File: src/rtl/subseq_sum_param_pkg.sv
// subseq_pkg: shared types and helpers for the max-subarray engine.
// FSM states, index width helper and sample sign extension.
package subseq_pkg;

  typedef enum logic [1:0] {
    IDLE,
    ACC,
    OUT
  } state_e;

  localparam int MAX_W = 64;

  // Index width that never collapses to zero bits.
  function automatic int clog2w(input int n);
    return (n <= 2) ? 1 : $clog2(n);
  endfunction

  // Sign-extend the low w bits of x to the full helper width.
  function automatic logic signed [MAX_W-1:0] sext_to_sum(
    input logic [MAX_W-1:0] x,
    input int               w
  );
    logic signed [MAX_W-1:0] t;
    t = $signed(x << (MAX_W - w));
    return t >>> (MAX_W - w);
  endfunction

endpackage

File: src/rtl/subseq_sum_param_kadane_step.sv
// kadane_step: one Kadane update for a single sample.
// Purely combinational; the caller owns all state.
module kadane_step
  import subseq_pkg::*;
#(
  parameter int SUM_W = 12
) (
  input  logic signed [SUM_W-1:0] x_i,
  input  logic signed [SUM_W-1:0] cur_i,
  input  logic signed [SUM_W-1:0] best_i,
  input  logic                    first_i,
  input  logic                    mode_i,
  output logic signed [SUM_W-1:0] cur_o,
  output logic signed [SUM_W-1:0] best_o,
  output logic                    run_start_o,
  output logic                    best_upd_o
);

  logic x_pos;

  assign x_pos = !x_i[SUM_W-1] && (x_i != '0);

  // New run on the first sample or when the running sum went negative.
  always_comb begin
    run_start_o = first_i | cur_i[SUM_W-1];
    cur_o       = run_start_o ? x_i : cur_i + x_i;
    if (first_i) begin
      best_upd_o = !mode_i || x_pos;
    end else begin
      best_upd_o = cur_o > best_i;
    end
    if (best_upd_o) begin
      best_o = cur_o;
    end else if (first_i) begin
      best_o = '0;
    end else begin
      best_o = best_i;
    end
  end

endmodule

File: src/rtl/subseq_sum_param.sv
// subseq_sum_param: streaming max-subarray-sum over SEQ_LEN-sample frames.
// Define SUBSEQ_IDX_EN to add start_idx/end_idx/idx_valid outputs.
module subseq_sum_param
  import subseq_pkg::*;
#(
  parameter int  DATA_W  = 8,
  parameter int  SEQ_LEN = 8,
  parameter int  SUM_W   = 12,
  localparam int IDX_W   = clog2w(SEQ_LEN)
) (
  input  logic              clk,
  input  logic              rst,
  input  logic              mode_empty,
  input  logic              valid_in,
  input  logic [DATA_W-1:0] data_in,
  output logic              in_ready,
  output logic              valid_out,
  output logic [SUM_W-1:0]  max_sum
`ifdef SUBSEQ_IDX_EN
  ,
  output logic [IDX_W-1:0]  start_idx,
  output logic [IDX_W-1:0]  end_idx,
  output logic              idx_valid
`endif
);

  if (SUM_W < DATA_W + $clog2(SEQ_LEN)) begin : g_bad_sum_w
    $error("SUM_W too narrow for DATA_W and SEQ_LEN");
  end

  state_e state_q, state_d;

  logic [IDX_W-1:0] cnt_q;
  logic             mode_q;
  logic signed [SUM_W-1:0] cur_q, best_q, sum_q;
  logic signed [SUM_W-1:0] x_s, cur_d, best_d;
  logic acc, first, last, mode_eff;
  logic run_start, best_upd;

  assign acc      = valid_in & in_ready;
  assign first    = (state_q == IDLE);
  assign last     = (cnt_q == IDX_W'(SEQ_LEN - 1));
  assign mode_eff = first ? mode_empty : mode_q;
  assign x_s      = SUM_W'(sext_to_sum(MAX_W'(data_in), DATA_W));
  assign max_sum  = sum_q;

  kadane_step #(
    .SUM_W(SUM_W)
  ) u_step (
    .x_i        (x_s),
    .cur_i      (cur_q),
    .best_i     (best_q),
    .first_i    (first),
    .mode_i     (mode_eff),
    .cur_o      (cur_d),
    .best_o     (best_d),
    .run_start_o(run_start),
    .best_upd_o (best_upd)
  );

  // State register.
  always_ff @(posedge clk or negedge rst) begin
    if (!rst) state_q <= IDLE;
    else      state_q <= state_d;
  end

  // Next state and handshake outputs; OUT lasts one cycle.
  always_comb begin
    state_d   = state_q;
    in_ready  = 1'b1;
    valid_out = 1'b0;
    unique case (state_q)
      IDLE: if (valid_in) state_d = ACC;
      ACC:  if (valid_in && last) state_d = OUT;
      OUT: begin
        state_d   = IDLE;
        in_ready  = 1'b0;
        valid_out = 1'b1;
      end
      default: state_d = IDLE;
    endcase
  end

  // Kadane state, sample counter and held result.
  always_ff @(posedge clk or negedge rst) begin
    if (!rst) begin
      cnt_q  <= '0;
      mode_q <= 1'b0;
      cur_q  <= '0;
      best_q <= '0;
      sum_q  <= '0;
    end else if (acc) begin
      cnt_q  <= last ? '0 : cnt_q + IDX_W'(1);
      cur_q  <= cur_d;
      best_q <= best_d;
      if (first) mode_q <= mode_empty;
      if (last)  sum_q  <= best_d;
    end
  end

`ifdef SUBSEQ_IDX_EN
  logic [IDX_W-1:0] rs_q, bs_q, be_q, st_q, en_q;
  logic [IDX_W-1:0] rs_d, bs_d, be_d;
  logic             hit_q, hit_d, iv_q;

  assign start_idx = st_q;
  assign end_idx   = en_q;
  assign idx_valid = iv_q;

  // Track run start and best span for the sample being accepted.
  always_comb begin
    rs_d  = run_start ? cnt_q : rs_q;
    bs_d  = bs_q;
    be_d  = be_q;
    hit_d = hit_q;
    if (best_upd) begin
      bs_d  = rs_d;
      be_d  = cnt_q;
      hit_d = 1'b1;
    end else if (first) begin
      bs_d  = '0;
      be_d  = '0;
      hit_d = 1'b0;
    end
  end

  // Index registers and held index result.
  always_ff @(posedge clk or negedge rst) begin
    if (!rst) begin
      rs_q  <= '0;
      bs_q  <= '0;
      be_q  <= '0;
      hit_q <= 1'b0;
      st_q  <= '0;
      en_q  <= '0;
      iv_q  <= 1'b0;
    end else if (acc) begin
      rs_q  <= rs_d;
      bs_q  <= bs_d;
      be_q  <= be_d;
      hit_q <= hit_d;
      if (last) begin
        st_q <= bs_d;
        en_q <= be_d;
        iv_q <= hit_d;
      end
    end
  end
`endif

endmodule

File: config.mk
export PLATFORM = sky130hd
export DESIGN_NAME = subseq_sum_param
export DESIGN_NICKNAME = d
export VERILOG_FILES = /design/src/rtl/subseq_sum_param_pkg.sv /design/src/rtl/subseq_sum_param_kadane_step.sv /design/src/rtl/subseq_sum_param.sv
export SDC_FILE = /design/constraint.sdc
export NUM_CORES = 1
export LEC_CHECK = 0
export ABC_AREA = 1
export ABC_CLOCK_PERIOD_IN_PS = 8300
export BUFFER_PORTS_ARGS = -buffer_cell sky130_fd_sc_hd__buf_2
export CORE_UTILIZATION = 45
export CTS_BUF_LIST = sky130_fd_sc_hd__clkbuf_8 sky130_fd_sc_hd__clkbuf_16
export DETAILED_ROUTE_END_ITERATION = 16
export PLACE_DENSITY = 0.68
export SYNTH_ARGS = -nofsm -noshare
export SYNTH_HDL_FRONTEND = slang
export SYNTH_SLANG_ARGS = --single-unit
File: constraint.sdc
create_clock -name clk -period 8.3 [get_ports clk]
set_clock_uncertainty 0.1 [all_clocks]
set_input_delay 0.83 -clock clk [delete_from_list [all_inputs] [get_ports clk]]
set_output_delay 0.83 -clock clk [all_outputs]
set_load 0.02 [all_outputs]
; ---- After elaboration in Yosys (flattened, before gate mapping)
; Cells that the tools add are included.
[word_totals]
wordCells = 36
output_inout_bits = 14
register_bits = 42
input_bits = 12
[classes]
magnitude_cmp = 1
addsub = 2
reduce_logical = 9
n_bitwise = 2
mux = 11
n_eq_ne = 5
[ops]
columns = cell, count
row1 = $mux W12, 3
row2 = $add A12 B8 Y12, 1
row3 = $gt A12 B12 Y1, 1
row4 = $reduce_bool A12 Y1, 1
row5 = $mux W1, 4
row6 = $mux W2, 2
row7 = $ne A2 B2 Y1 const B, 2
row8 = $pmux W2 S2, 1
row9 = $reduce_and A2 Y1, 2
row10 = $add A3 B1 Y3 const B, 1
row11 = $eq A3 B3 Y1 const B, 1
row12 = $mux W3, 1
row13 = $eq A2 B1 Y1 const B, 1
row14 = $eq A2 B2 Y1 const B, 1
row15 = $logic_and A1 B1 Y1, 2
row16 = $logic_not A1 Y1, 2
row17 = $logic_not A2 Y1, 1
row18 = $and A1 B1 Y1, 1
row19 = $logic_or A1 B1 Y1, 1
row20 = $or A1 B1 Y1, 1

; ---- Depth between registers and ports, before layout
; Gate-level depths: netlist of run 1.
[depth]
word_depth = 6
ltp_mapped = 26
mapped_depth_nobuf = 25

; ---- Hierarchy
; A second synthesis of run 1 with hierarchy kept.
[hier_totals]
hier_cells = 450
hier_area_um2 = 3099.2
[modules_own_cells]
columns = module, seq_area_each_um2, n_inst, area_per_inst_um2, cells_per_inst
row1 = subseq_sum_param, 1051.0, 1, 1725.4, 193
row2 = kadane_step, 0.0, 1, 1373.8, 257

; ---- Least setup slack after synthesis of run 1
; No wires, ideal clock.
[synth_timing]
kind = input -> register
startpoint = input data_in[0]
endpoint = register best_q[0]
path_buffers = 1
arrival_time_ps = 3237
t_required_ps = 8083
path_slack_ps = 4845
stages = 23
setup_ps = 117
path_cell_list = ha_1 > inv_1 > fa_1 > inv_1 > nand3_1 > nand3_1 > nand2_1 > nand3b_1 > nand2_1 > a21oi_1 > ha_1 > nand2_1 > nor2_1 > and2_1 > nand2_1 > nand3_1 > nand2_1 > nand3_2 > buf_4 > nand3_1 > nand2_1 > nand2_1 > nand2_1
[synth_between]
elab_chain_len = 5
word_cells_on_any_way = 8
classes_between = add/sub: 1 / order compare: 1 / mux: 3 / reduce/logical: 3
[synth_rtl]
columns = item, line_no
row1 = start: declaration, subseq_sum_param.sv:15  ; input logic [DATA_W-1:0] data_in,
row2 = $add A12 B8 Y12, subseq_sum_param_kadane_step.sv:26  ; cur_o = run_start_o ? x_i : cur_i + x_i;
row3 = $mux W12, subseq_sum_param_kadane_step.sv:26
row4 = named net cur_d[6], subseq_sum_param.sv:36  ; logic signed [SUM_W-1:0] x_s, cur_d, best_d;
row5 = $gt A12 B12 Y1, subseq_sum_param_kadane_step.sv:30  ; best_upd_o = cur_o > best_i;
row6 = $mux W1, subseq_sum_param_kadane_step.sv:27  ; if (first_i) begin
row7 = $mux W12, subseq_sum_param_kadane_step.sv:32  ; if (best_upd_o) begin
row8 = end signal: assignment, subseq_sum_param.sv:95  ; best_q <= best_d;
row9 = end: declaration, subseq_sum_param.sv:35  ; logic signed [SUM_W-1:0] cur_q, best_q, sum_q;
; The timed path passes the listed nets, and every way through them passes these cells.
; A chain may end at the register's enable or synchronous reset.

; ---- Worst setup path in the final report of run 1
[layout_timing]
startpoint = input data_in[0]
endpoint = register sum_q[3], in the netlist max_sum[3]
[layout_between]
elab_chain_len = 5
word_cells_on_any_way = 8
classes_between = add/sub: 1 / order compare: 1 / mux: 3 / reduce/logical: 3
[layout_rtl]
columns = item, line_no
row1 = $add A12 B8 Y12, subseq_sum_param_kadane_step.sv:26
row2 = $mux W12, subseq_sum_param_kadane_step.sv:26
row3 = named net cur_d[6], subseq_sum_param.sv:36
row4 = $gt A12 B12 Y1, subseq_sum_param_kadane_step.sv:30
row5 = $mux W1, subseq_sum_param_kadane_step.sv:27
row6 = $mux W12, subseq_sum_param_kadane_step.sv:32
row7 = end signal: assignment, subseq_sum_param.sv:97  ; if (last) sum_q <= best_d;
row8 = end: declaration, subseq_sum_param.sv:35
; The timed path passes the listed nets, and every way through them passes these cells.

==> flow_summary.yaml, run 1 <==
critical_path:
  crit_chain: "buf_2, ha_1, inv_1, fa_1, inv_1, nand3_1, nand3_1, nand2_1, nand3b_1, nand2_1, a21oi_1, ha_1, nand2_1, nor2_1, and2_1, nand2_1, nand3_1, nand2_1, nand3_2, nand2_2, nand2_1, nand2_1, nand2_1, nand2_1"
  ff2ff_setup_slack_ps: 4450
  worstSetupEndpointType: "flip-flop"
  critPathLaunchType: "input pin"
  slowest_stage: "fa_1"
  reg2reg_from: "state_q[0]$_DFFE_PN0P_"
  cp_common_cell: "nand2_1"
  crit_buf_inv: 3
  arrival_ps: 4160
  cpPeakStageDelay_ps: 400
  crit_type: "in2reg"
  crit_family: "simple AND/OR/NAND/NOR gates"
  r2r_cells: 17
  reg2reg_to: "max_sum[3]$_DFFE_PN0P_"
  required_ps: 8440
  critPathMaxFanout: 13
drt:
  ant_nets: 0
  route.detailed.drc: 0
  drt_iter0_markers: 180
  met3_wirelength_microns: 269
  viasPerCell: 4.96
  met1_length_microns: 3190
  vias: 2642
  dr.max_layer_used: "met4"
  finalWirelength_microns: 6550
  first_pass_iters: 4
  wl_per_cell_microns: 12.3
  wl_met2_microns: 3040
die:
  num_rows: 28
  initial_utilization_pct: 47.9
  die_w_microns: 82.3
  dieArea_sq_um: 6770
  coreArea_sq_um: 6060
  die-height_microns: 82.3
  ios: 26
status:
  run_status: "completed"
layout:
  mostFrequentLayoutCell: "nand2_1"
  nets: 495
  utilization_pct: 52.3
  mostFrequentLayoutCells: "215 x nand2_1, 46 x inv_1, 41 x dfrtp_1, 26 x nand3_1"
  antennaDiodeCount: 0
  drive_gt1_share_pct: 9.39
  syn_to_final_growth_pct: 9.32
  fillers: 621
yosys:
  ys_warn_count: 0
  avgSynthCellArea_sq_um: 6.64
  synthArstFlopShare_pct: 100
  synth_edf_count: 0
  syn_nets: 475
  ys_seq_area_share_pct: 35.4
  synthFlopType: "dfrtp_1"
  syn-instance-count: 437
  netlist_area_sq_um: 2900
  synth_seq_cells: 41
  synth_cell_type_count: 29
placement:
  globalplace.congestion: 0.855
  post-place-ws_ps: 4030
  place_hpwl_microns: 4710
  portBuffers: 25
sta:
  slew_violations: 0
  setup_violations: 0
  finalHoldViolCount: 0
  setup_tns_ps: 0
  period_minus_slack_ps: 4010
  fin_crit_sh_pct: 48.4
  rsz0062_at_grt: "no"
  finalWorstSetupSlack_ps: 4290
  slew_headroom_pct: 17.2
  fmax_ghz: 0.249
  worstMarginPinSlew_ps: 1240
cts:
  cts_max_level: 2
  clkLatencyLatePin_ps: 300
  cts_hold_buf: 0
  cts_tree: "built"
  root_buffer: "clkbuf_8"
  post_cts_resized: 0
  cts.sinks: 41
  clkSlewWorstSetupHoldPaths_ps: 80
  postCtsSetupRepairBufs: 0
  clockBufferDepth: 2
  cts_buffers: 5
global_route:
  antenna_found_initial: 0
  grt-ovfl-total: 0
  grt_pass1_vias: 2560
  grt_pass1_wl_microns: 11300
  grt_max_degree: 42
  groute.usage.overall_pct: 22.1
run:
  cap_violations: 0
hold_path:
  hp-start: "max_sum[4]$_DFFE_PN0P_"
  hold_class: "reg2reg"
  hold_end: "max_sum[4]$_DFFE_PN0P_"
  holdPathStages: 2
pwr:
  leakage_nw: 1.86
  ir_drop_uv: 166
  pwr_density_cell_nw_per_um2: 408
cell families after synthesis:
group                      after synthesis  synth area share, %
AOI/OAI and AO/OA                       26                 4.88
and+or+nand+nor                        277                 38.6
xor gates and xnor gates                 3                0.906
adders and majority gates               26                 11.5
DFF                                     41                 35.4
buffers and inverters                   64                 8.80
cells in the mapped netlist (3+ instances only):
cell	count	area, sq um
clkbuf_1	5	18.8
buf_2	3	15.0
xnor2_1	3	26.3
nand2_1	215	807
ha_1	25	313
o21ai_0	6	30.0
inv_2	6	22.5
nand4_1	4	25.0
nor2_1	21	78.8
inv_1	45	169
nand3_1	26	130
a21oi_1	15	75.1
dfrtp_1	41	1030
nand3b_1	4	30.0
tightest hold or removal path: stages, from the launching register on:
cell and delay, ps:
dfrtp_1 350, nand2_1 50, nand2_1 50
through the flow:
stage | instances | cell area (sq um) | hold slack, ps | power [mW]
finish | 533 | 3170 | 381 | 1.29
global route | 533 | 3170 | 404 | 1.45
CTS | 533 | 3170 | 386 | 1.30
detailed placement | 525 | 3060 | 360 | 1.13
global placement | 525 | 3060 | 360 | 1.11
floorplan | 437 | 2900 | 353 | 0.974
sequential cells by signal (all words and copies together) (netlist names):
register,cells
state_q,2
max_sum,12
cur_q,12
cnt_q,3
best_q,12
cell type report:
| type | instances | area, sq um | area share, % |
|---|---|---|---|
| clock buffers | 5 | 68.8 | 2.17 |
| repair buffers | 25 | 125 | 3.95 |
| flip-flops and latches | 41 | 1030 | 32.4 |
| multi-input cells | 332 | 1620 | 51.1 |
| inverters | 52 | 195 | 6.16 |
| clock inverters | 3 | 42.5 | 1.34 |
| well taps | 75 | 93.8 | 2.96 |
worst max path at each step:
stage               start  slack (ps)                endpoint  cells after the start
2_1_floorplan  data_in[0]        4850   best_q[0]$_DFFE_PN0P_                     23
3_3_place_gp   data_in[0]        4140  max_sum[8]$_DFFE_PN0P_                     24
3_5_place_dp   data_in[0]        4030  max_sum[3]$_DFFE_PN0P_                     24
4_1_cts        data_in[0]        4320   best_q[5]$_DFFE_PN0P_                     24
5_1_grt        data_in[0]        3930  max_sum[5]$_DFFE_PN0P_                     24
6_report       data_in[0]        4290  max_sum[3]$_DFFE_PN0P_                     24
where the power goes:
part,total [mW],switching (mW),internal (mW)
clock,0.162,0.0732,0.0891
sequential,0.345,0.0578,0.288
combinational,0.787,0.513,0.274
total,1.29,0.644,0.650
routing by layer:
layer | global-route usage [%] | up-vias
met5 | 0 | -
met2 | 39.1 | 45
met1 | 27.8 | 1205
met4 | 6.67 | 0
met3 | 3.08 | 5
li1 | - | 1387
(Power assumes the default switching activity.)
==> inputs of run 2 (changes only) <==
--- a/config.mk
+++ b/config.mk
@@ -5,13 +5,13 @@
 export SDC_FILE = /design/constraint.sdc
 export NUM_CORES = 1
 export LEC_CHECK = 0
-export ABC_AREA = 1
-export ABC_CLOCK_PERIOD_IN_PS = 8300
+export ABC_AREA = 0
+export ABC_CLOCK_PERIOD_IN_PS = 3240
 export BUFFER_PORTS_ARGS = -buffer_cell sky130_fd_sc_hd__buf_2
 export CORE_UTILIZATION = 45
 export CTS_BUF_LIST = sky130_fd_sc_hd__clkbuf_8 sky130_fd_sc_hd__clkbuf_16
 export DETAILED_ROUTE_END_ITERATION = 16
-export PLACE_DENSITY = 0.68
+export PLACE_DENSITY = 0.71
 export SYNTH_ARGS = -nofsm -noshare
 export SYNTH_HDL_FRONTEND = slang
 export SYNTH_SLANG_ARGS = --single-unit
==> constraint.sdc (replaced) <==
create_clock -name clk -period 3.24 [get_ports clk]
set_clock_uncertainty 0.1 [all_clocks]
set_input_delay 0.324 -clock clk [delete_from_list [all_inputs] [get_ports clk]]
set_output_delay 0.324 -clock clk [all_outputs]
set_load 0.02 [all_outputs]
==> run 2 against run 1 <==
Compared with the run above: the flow now finishes with violations (setup timing); register-to-register slack got worse by 5000 ps; setup slack got worse by 4800 ps; final cell count fell by 20%; critical path depth fell by 7; hold slack got worse by 320 ps; die area fell by 10%; clock power rose by 98%; flip-flop and latch count did not move.
==> flow_summary.yaml, run 2 <==
layout:
  nets: 392
  drive_gt1_share_pct: 36.1
  area.sequential_sq_um: 1030
  utilization_pct: 62.4
  mostFrequentLayoutCell: "buf_4"
  multi_input_area_sq_um: 1610
  instances_no_fill: 427
  mostFrequentLayoutCells: "55 x buf_4, 41 x dfrtp_1, 36 x nand2_1, 25 x inv_1, 25 x buf_2"
  antennaDiodeCount: 0
  fillers: 461
  syn_to_final_growth_pct: 33.1
cts:
  clockBufferDepth: 2
  cts_hold_buf: 0
  clkSlewWorstSetupHoldPaths_ps: 80
  root_buffer: "clkbuf_8"
  cts_max_level: 2
  cts_buffers: 5
  cts.sinks: 41
  cts_tree: "built"
  clkLatencyLatePin_ps: 290
critical_path:
  reg2reg_from: "cur_q[0]$_DFFE_PN0P_"
  critPathMaxFanout: 4
  slowest_stage: "dfrtp_1"
  crit_buf_inv: 1
  crit_family: "compound AO/OA/AOI/OAI gates"
  arrival_ps: 3840
  crit_chain: "ha_2, inv_2, fa_2, and2b_1, o31a_1, o31ai_4, o21ai_1, xnor2_1, o21ai_2, ha_1, and4_4, nand2_4, or2_4, nand3b_1, o211ai_2, and2_4, a221o_1"
  crit_type: "reg2reg"
  r2r_cells: 17
  critPathLaunchType: "flip-flop"
  worstSetupEndpointType: "flip-flop"
  crit_path_end: "max_sum[8]$_DFFE_PN0P_"
  reg2reg_to: "max_sum[8]$_DFFE_PN0P_"
  ff2ff_setup_slack_ps: -530
  critPathLaunch: "cur_q[0]$_DFFE_PN0P_"
  cp.depth: 17
  cpPeakStageDelay_ps: 390
  required_ps: 3320
drt:
  finalWirelength_microns: 6870
  ant_nets: 0
  first_pass_iters: 4
  route.detailed.drc: 0
  viasPerCell: 5.52
  vias: 2355
  drt_iter0_markers: 132
  wl_per_cell_microns: 16.1
sta:
  period_minus_slack_ps: 3770
  rsz0062_at_grt: "yes"
  slew_headroom_pct: 38.7
  whs_ps: 60.2
  worstMarginPinSlew_ps: 919
  setup_tns_ps: -11440
  finalHoldViolCount: 0
  fmax_ghz: 0.266
  setup_violations: 24
  finalWorstSetupSlack_ps: -525
  fin_crit_sh_pct: 116
  slew_violations: 0
yosys:
  ys_warn_count: 0
  syn-instance-count: 271
  synth_edf_count: 0
  syn_nets: 309
  synthTopCellsByCount: "41 x dfrtp_1, 39 x nand2_1, 25 x ha_1, 25 x inv_1, 17 x a21oi_1"
  synthArstFlopShare_pct: 100
  post_synth_main_area_contributors: "dfrtp_1 39%, ha_1 12%, nand2_1 5.6%, inv_1 3.6%, a21oi_1 3.3%"
  ys_seq_area_share_pct: 39.5
  yosys.area.top_type_share_pct: 39.5
  avgSynthCellArea_sq_um: 9.59
  synth.largest_area_cell: "dfrtp_1"
  synth_cell_type_count: 55
  netlist_area_sq_um: 2600
  synth.most_common_cell: "dfrtp_1"
  synthFlopType: "dfrtp_1"
  synth_seq_cells: 41
global_route:
  antenna_found_initial: 0
  groute.usage.overall_pct: 23.9
  grt-ovfl-total: 0
  grt_pass1_wl_microns: 11300
  grt_pass1_vias: 2372
  grt_max_degree: 42
pwr:
  p_sw_share_pct: 44.0
  fin_total_pwr_mw: 4.02
  pwr-share-seq_pct: 22.0
  p_sw_mw: 1.77
  pwr-share-comb_pct: 70.0
  leakage_nw: 1.76
  pwr_density_cell_nw_per_um2: 1160
  clkPwrFrac_pct: 8.0
  intPower_mw: 2.25
  ir_drop_uv: 511
placement:
  place_hpwl_microns: 4950
  portBuffers: 25
  globalplace.congestion: 0.850
  place_inst: 412
die:
  dieArea_sq_um: 6090
  die_w_microns: 78.0
  initial_utilization_pct: 46.9
  coreArea_sq_um: 5540
  ios: 26
  die-height_microns: 78.0
  num_rows: 27
hold_path:
  hold_class: "in2async"
run:
  cap_violations: 0
status:
  run_status: "complete, but fails checks"
  violations: "setup timing"
[run 2: how the worst min path moves through the flow]
stage	to	slack (ps)	cells after the start
2_1_floorplan	best_q[0]$_DFFE_PN0P_	-70	0
3_3_place_gp	cnt_q[1]$_DFFE_PN0P_	360	2
3_5_place_dp	best_q[6]$_DFFE_PN0P_	370	1
4_1_cts	cur_q[6]$_DFFE_PN0P_	90	1
5_1_grt	cur_q[8]$_DFFE_PN0P_	130	1
6_report	cur_q[10]$_DFFE_PN0P_	60	1
[run 2: repair_timing]
action | CTS | global route
gates cloned | 1 | 0
gates resized for setup | 19 | 11
setup buffers | 4 | 2
endpoints found under the setup margin | 24 | 24
pin swaps | 24 | 4
[run 2: cell type report]
cell class | count | share of cell area, %
inverter | 25 | 2.71
tap | 72 | 2.60
sequential | 41 | 29.7
timing repair buffer | 82 | 16.2
multi-input combinational | 199 | 46.4
clock buffer | 5 | 1.99
clock inverter | 3 | 0.398
[run 2: cells by family (layout without fill, tap and decap cells)]
kind of cell               count (synthesis)  in the layout  share of synthesized area [%]
AOI/OAI and AO/OA                         78             78                           22.1
xor gates and xnor gates                   6              6                           2.31
adders and majority gates                 26             26                           12.8
buffers and inverters                     32            115                           5.15
DFF                                       41             41                           39.5
muxes                                      6              6                           2.50
and+or+nand+nor                           82             83                           15.7
[run 2: per-stage QoR]
stage,cell area [sq um],setup slack [ps]
6_report,3460,-525
5_1_grt,3460,-690
4_1_cts,3400,-507
3_5_place_dp,3200,-690
3_3_place_gp,3200,-563
2_1_floorplan,2640,-359
[run 2: worst reg2reg max path, cell delays in order (launching register included)]
cell and delay, ps:
dfrtp_1 390, ha_2 190, inv_2 50, fa_2 180, and2b_1 190, o31a_1 300, o31ai_4 260, o21ai_1 110
xnor2_1 220, o21ai_2 100, ha_1 290, and4_4 240, nand2_4 60, or2_4 240, nand3b_1 100, o211ai_2 130
and2_4 170, a221o_1 340
[run 2: metal layers]
layer / global-route usage, % / vias up / wire [microns]
li1: - / 1143 / -
met1: 30.0 / 1137 / 2980
met2: 41.2 / 61 / 3440
met3: 3.84 / 14 / 269
met4: 9.44 / 0 / 172
met5: 0 / - / 0
[run 2: power groups by stage]
stage	clock (mW)	combinational [mW]	sequential, mW
2_1_floorplan	0	1.47	0.933
3_3_place_gp	0	2.35	0.882
3_5_place_dp	0	2.41	0.891
4_1_cts	0.330	2.65	0.882
5_1_grt	0.347	3.08	0.908
6_report	0.321	2.82	0.884
==> inputs of run 3 (changes only) <==
--- a/config.mk
+++ b/config.mk
@@ -8,10 +8,10 @@
 export ABC_AREA = 0
 export ABC_CLOCK_PERIOD_IN_PS = 3240
 export BUFFER_PORTS_ARGS = -buffer_cell sky130_fd_sc_hd__buf_2
-export CORE_UTILIZATION = 45
-export CTS_BUF_LIST = sky130_fd_sc_hd__clkbuf_8 sky130_fd_sc_hd__clkbuf_16
+export CORE_UTILIZATION = 55
+export CTS_BUF_LIST = sky130_fd_sc_hd__clkbuf_4
 export DETAILED_ROUTE_END_ITERATION = 16
-export PLACE_DENSITY = 0.71
+export PLACE_DENSITY = 0.83
 export SYNTH_ARGS = -nofsm -noshare
 export SYNTH_HDL_FRONTEND = slang
 export SYNTH_SLANG_ARGS = --single-unit
==> run 3 against run 2 <==
Compared with the run above: the flow still finishes with violations (setup timing); setup slack lost 52 ps; clock power shrank 20%; cell area shrank 1.1%; hold slack gained 110 ps; via count grew 5.9%; critical path depth grew 1; first-iteration DRC count grew 33%; flip-flop and latch count is the same; register-to-register slack lost 50 ps; non-clock buffer count is the same; fmax shrank 1.4%; highest routed layer unchanged.
==> flow_summary.yaml, run 3 (synthesis results as in run 2) <==
status:
  run_status: "complete, but fails checks"
  violations: "setup timing"
sta:
  slew_headroom_pct: 39.7
  rsz0062_at_grt: "yes"
  slew_violations: 0
  finalHoldViolCount: 0
  setup_tns_ps: -12380
  finalWorstSetupSlack_ps: -577
  period_minus_slack_ps: 3820
  fin_crit_sh_pct: 118
  setup_violations: 24
  worstMarginPinSlew_ps: 905
  fmax_ghz: 0.262
critical_path:
  ff2ff_setup_slack_ps: -580
  slowest_stage: "dfrtp_1"
  cpPeakStageDelay_ps: 410
  arrival_ps: 3990
  required_ps: 3410
  worstSetupEndpointType: "flip-flop"
  crit_type: "reg2reg"
  crit_chain: "ha_2, inv_2, fa_2, and2b_1, o31a_1, o31ai_4, o311ai_4, xnor2_1, o21ai_2, ha_1, and4_4, nand2_4, or2_4, nand3b_1, o211ai_2, and2_4, buf_6, a22o_1"
  critPathLaunchType: "flip-flop"
  reg2reg_to: "best_q[3]$_DFFE_PN0P_"
  critPathMaxFanout: 5
  reg2reg_from: "cur_q[0]$_DFFE_PN0P_"
  r2r_cells: 18
die:
  initial_utilization_pct: 58.5
  dieArea_sq_um: 5010
  num_rows: 24
  die_w_microns: 70.8
  ios: 26
  die-height_microns: 70.8
  coreArea_sq_um: 4440
global_route:
  grt_max_degree: 42
  grt_pass1_wl_microns: 12200
  antenna_found_initial: 0
  groute.usage.overall_pct: 32.1
  grt-ovfl-total: 0
  grt_pass1_vias: 2554
cts:
  root_buffer: "clkbuf_4"
  cts_max_level: 2
  clkLatencyLatePin_ps: 380
  cts.sinks: 41
  clockBufferDepth: 2
  cts_buffers: 5
  cts_tree: "built"
  clkSlewWorstSetupHoldPaths_ps: 130
layout:
  nets: 392
  drive_gt1_share_pct: 35.8
  antennaDiodeCount: 0
  mostFrequentLayoutCell: "buf_4"
  fillers: 287
  syn_to_final_growth_pct: 31.6
  mostFrequentLayoutCells: "50 x buf_4, 41 x dfrtp_1, 35 x nand2_1, 25 x buf_2"
  stdcell_area_sq_um: 3420
  instances_no_fill: 407
placement:
  portBuffers: 25
  place_inst: 388
  post-place-ws_ps: -685
  globalplace.congestion: 0.934
  place_hpwl_microns: 4900
  placed_cell_area_sq_um: 3140
drt:
  route.detailed.drc: 0
  drt_iter0_markers: 176
  wl_per_cell_microns: 18.0
  vias: 2493
  first_pass_iters: 5
  viasPerCell: 6.13
  ant_nets: 0
  finalWirelength_microns: 7310
hold_path:
  hp-start: "valid_in"
  holdPathStages: 3
  hold_end: "state_q[0]$_DFFE_PN0P_"
  hold_class: "in2reg"
pwr:
  pwr_density_cell_nw_per_um2: 1200
  leakage_nw: 1.75
  ir_drop_uv: 625
run:
  cap_violations: 0
-- run 3: cell types whose count changed in the layout (fill, tap and decap cells not counted), moves of 3 or more --
cell      previous run  this run
buf_4               55        50
buf_6                2         6
clkbuf_4             0         5
clkbuf_8             5         0
o21ai_1              2         5
o221ai_1             0         3
o221ai_2             6         3
-- run 3: how the worst max path moves through the flow --
stage                         start                      end  slack, ps  cells after the start
3_5_place_dp             data_in[0]   max_sum[9]$_DFFE_PN0P_       -690                     18
3_3_place_gp             data_in[0]  max_sum[10]$_DFFE_PN0P_       -530                     18
4_1_cts        cur_q[0]$_DFFE_PN0P_   max_sum[9]$_DFFE_PN0P_       -520                     17
2_1_floorplan  cur_q[0]$_DFFE_PN0P_  max_sum[10]$_DFFE_PN0P_       -360                     16
6_report       cur_q[0]$_DFFE_PN0P_    best_q[3]$_DFFE_PN0P_       -580                     18
5_1_grt        cur_q[0]$_DFFE_PN0P_    best_q[3]$_DFFE_PN0P_       -710                     18
-- run 3: cell type report --
| class | count | area, sq um | share of cell area, % |
|---|---|---|---|
| flip-flops and latches | 41 | 1030 | 30.0 |
| clock inverters | 3 | 12.5 | 0.366 |
| well taps | 52 | 65.1 | 1.90 |
| repair buffers | 82 | 578 | 16.9 |
| clock buffers | 5 | 37.5 | 1.10 |
| multi-input cells | 199 | 1610 | 47.0 |
| inverters | 25 | 93.8 | 2.74 |
-- run 3: what timing repair did --
action	4_1_cts	5_1_grt
endpoints found under the hold margin	22	0
resized for setup	37	8
cloned	1	0
pin swaps	23	0
hold buffers	1	0
endpoints found under the setup margin	24	25
setup buffers	14	1
-- run 3: per-stage QoR --
step | hold WS (ps) | utilization [%] | total power, mW
finish | 169 | 77.0 | 4.09
global route | 185 | 77.0 | 4.39
CTS | 159 | 77.9 | 4.06
detailed placement | 376 | 70.7 | 3.27
global placement | 366 | 70.7 | 3.18
floorplan | -71.6 | - | 2.40
-- run 3: critical path, delay by kind of cell (launching register included) --
kind / cells / cell delay [ps]
adder cells (fa/ha/maj): 3 / 660
buffers and inverters: 2 / 180
flip-flops: 1 / 410
AND/OR/NAND/NOR: 6 / 1010
AO/OA/AOI/OAI: 6 / 1130
XOR/XNOR: 1 / 230
-- run 3: power breakdown --
group	switching, mW	internal (mW)
sequential	0.148	0.739
combinational	1.51	1.44
clock	0.178	0.0785
-- run 3: layer usage --
metal | wire (microns) | global-route usage [%]
met1 | 2950 | 37.8
met4 | 340 | 18.0
met5 | 0 | 0
met2 | 3690 | 56.7
met3 | 328 | 4.27
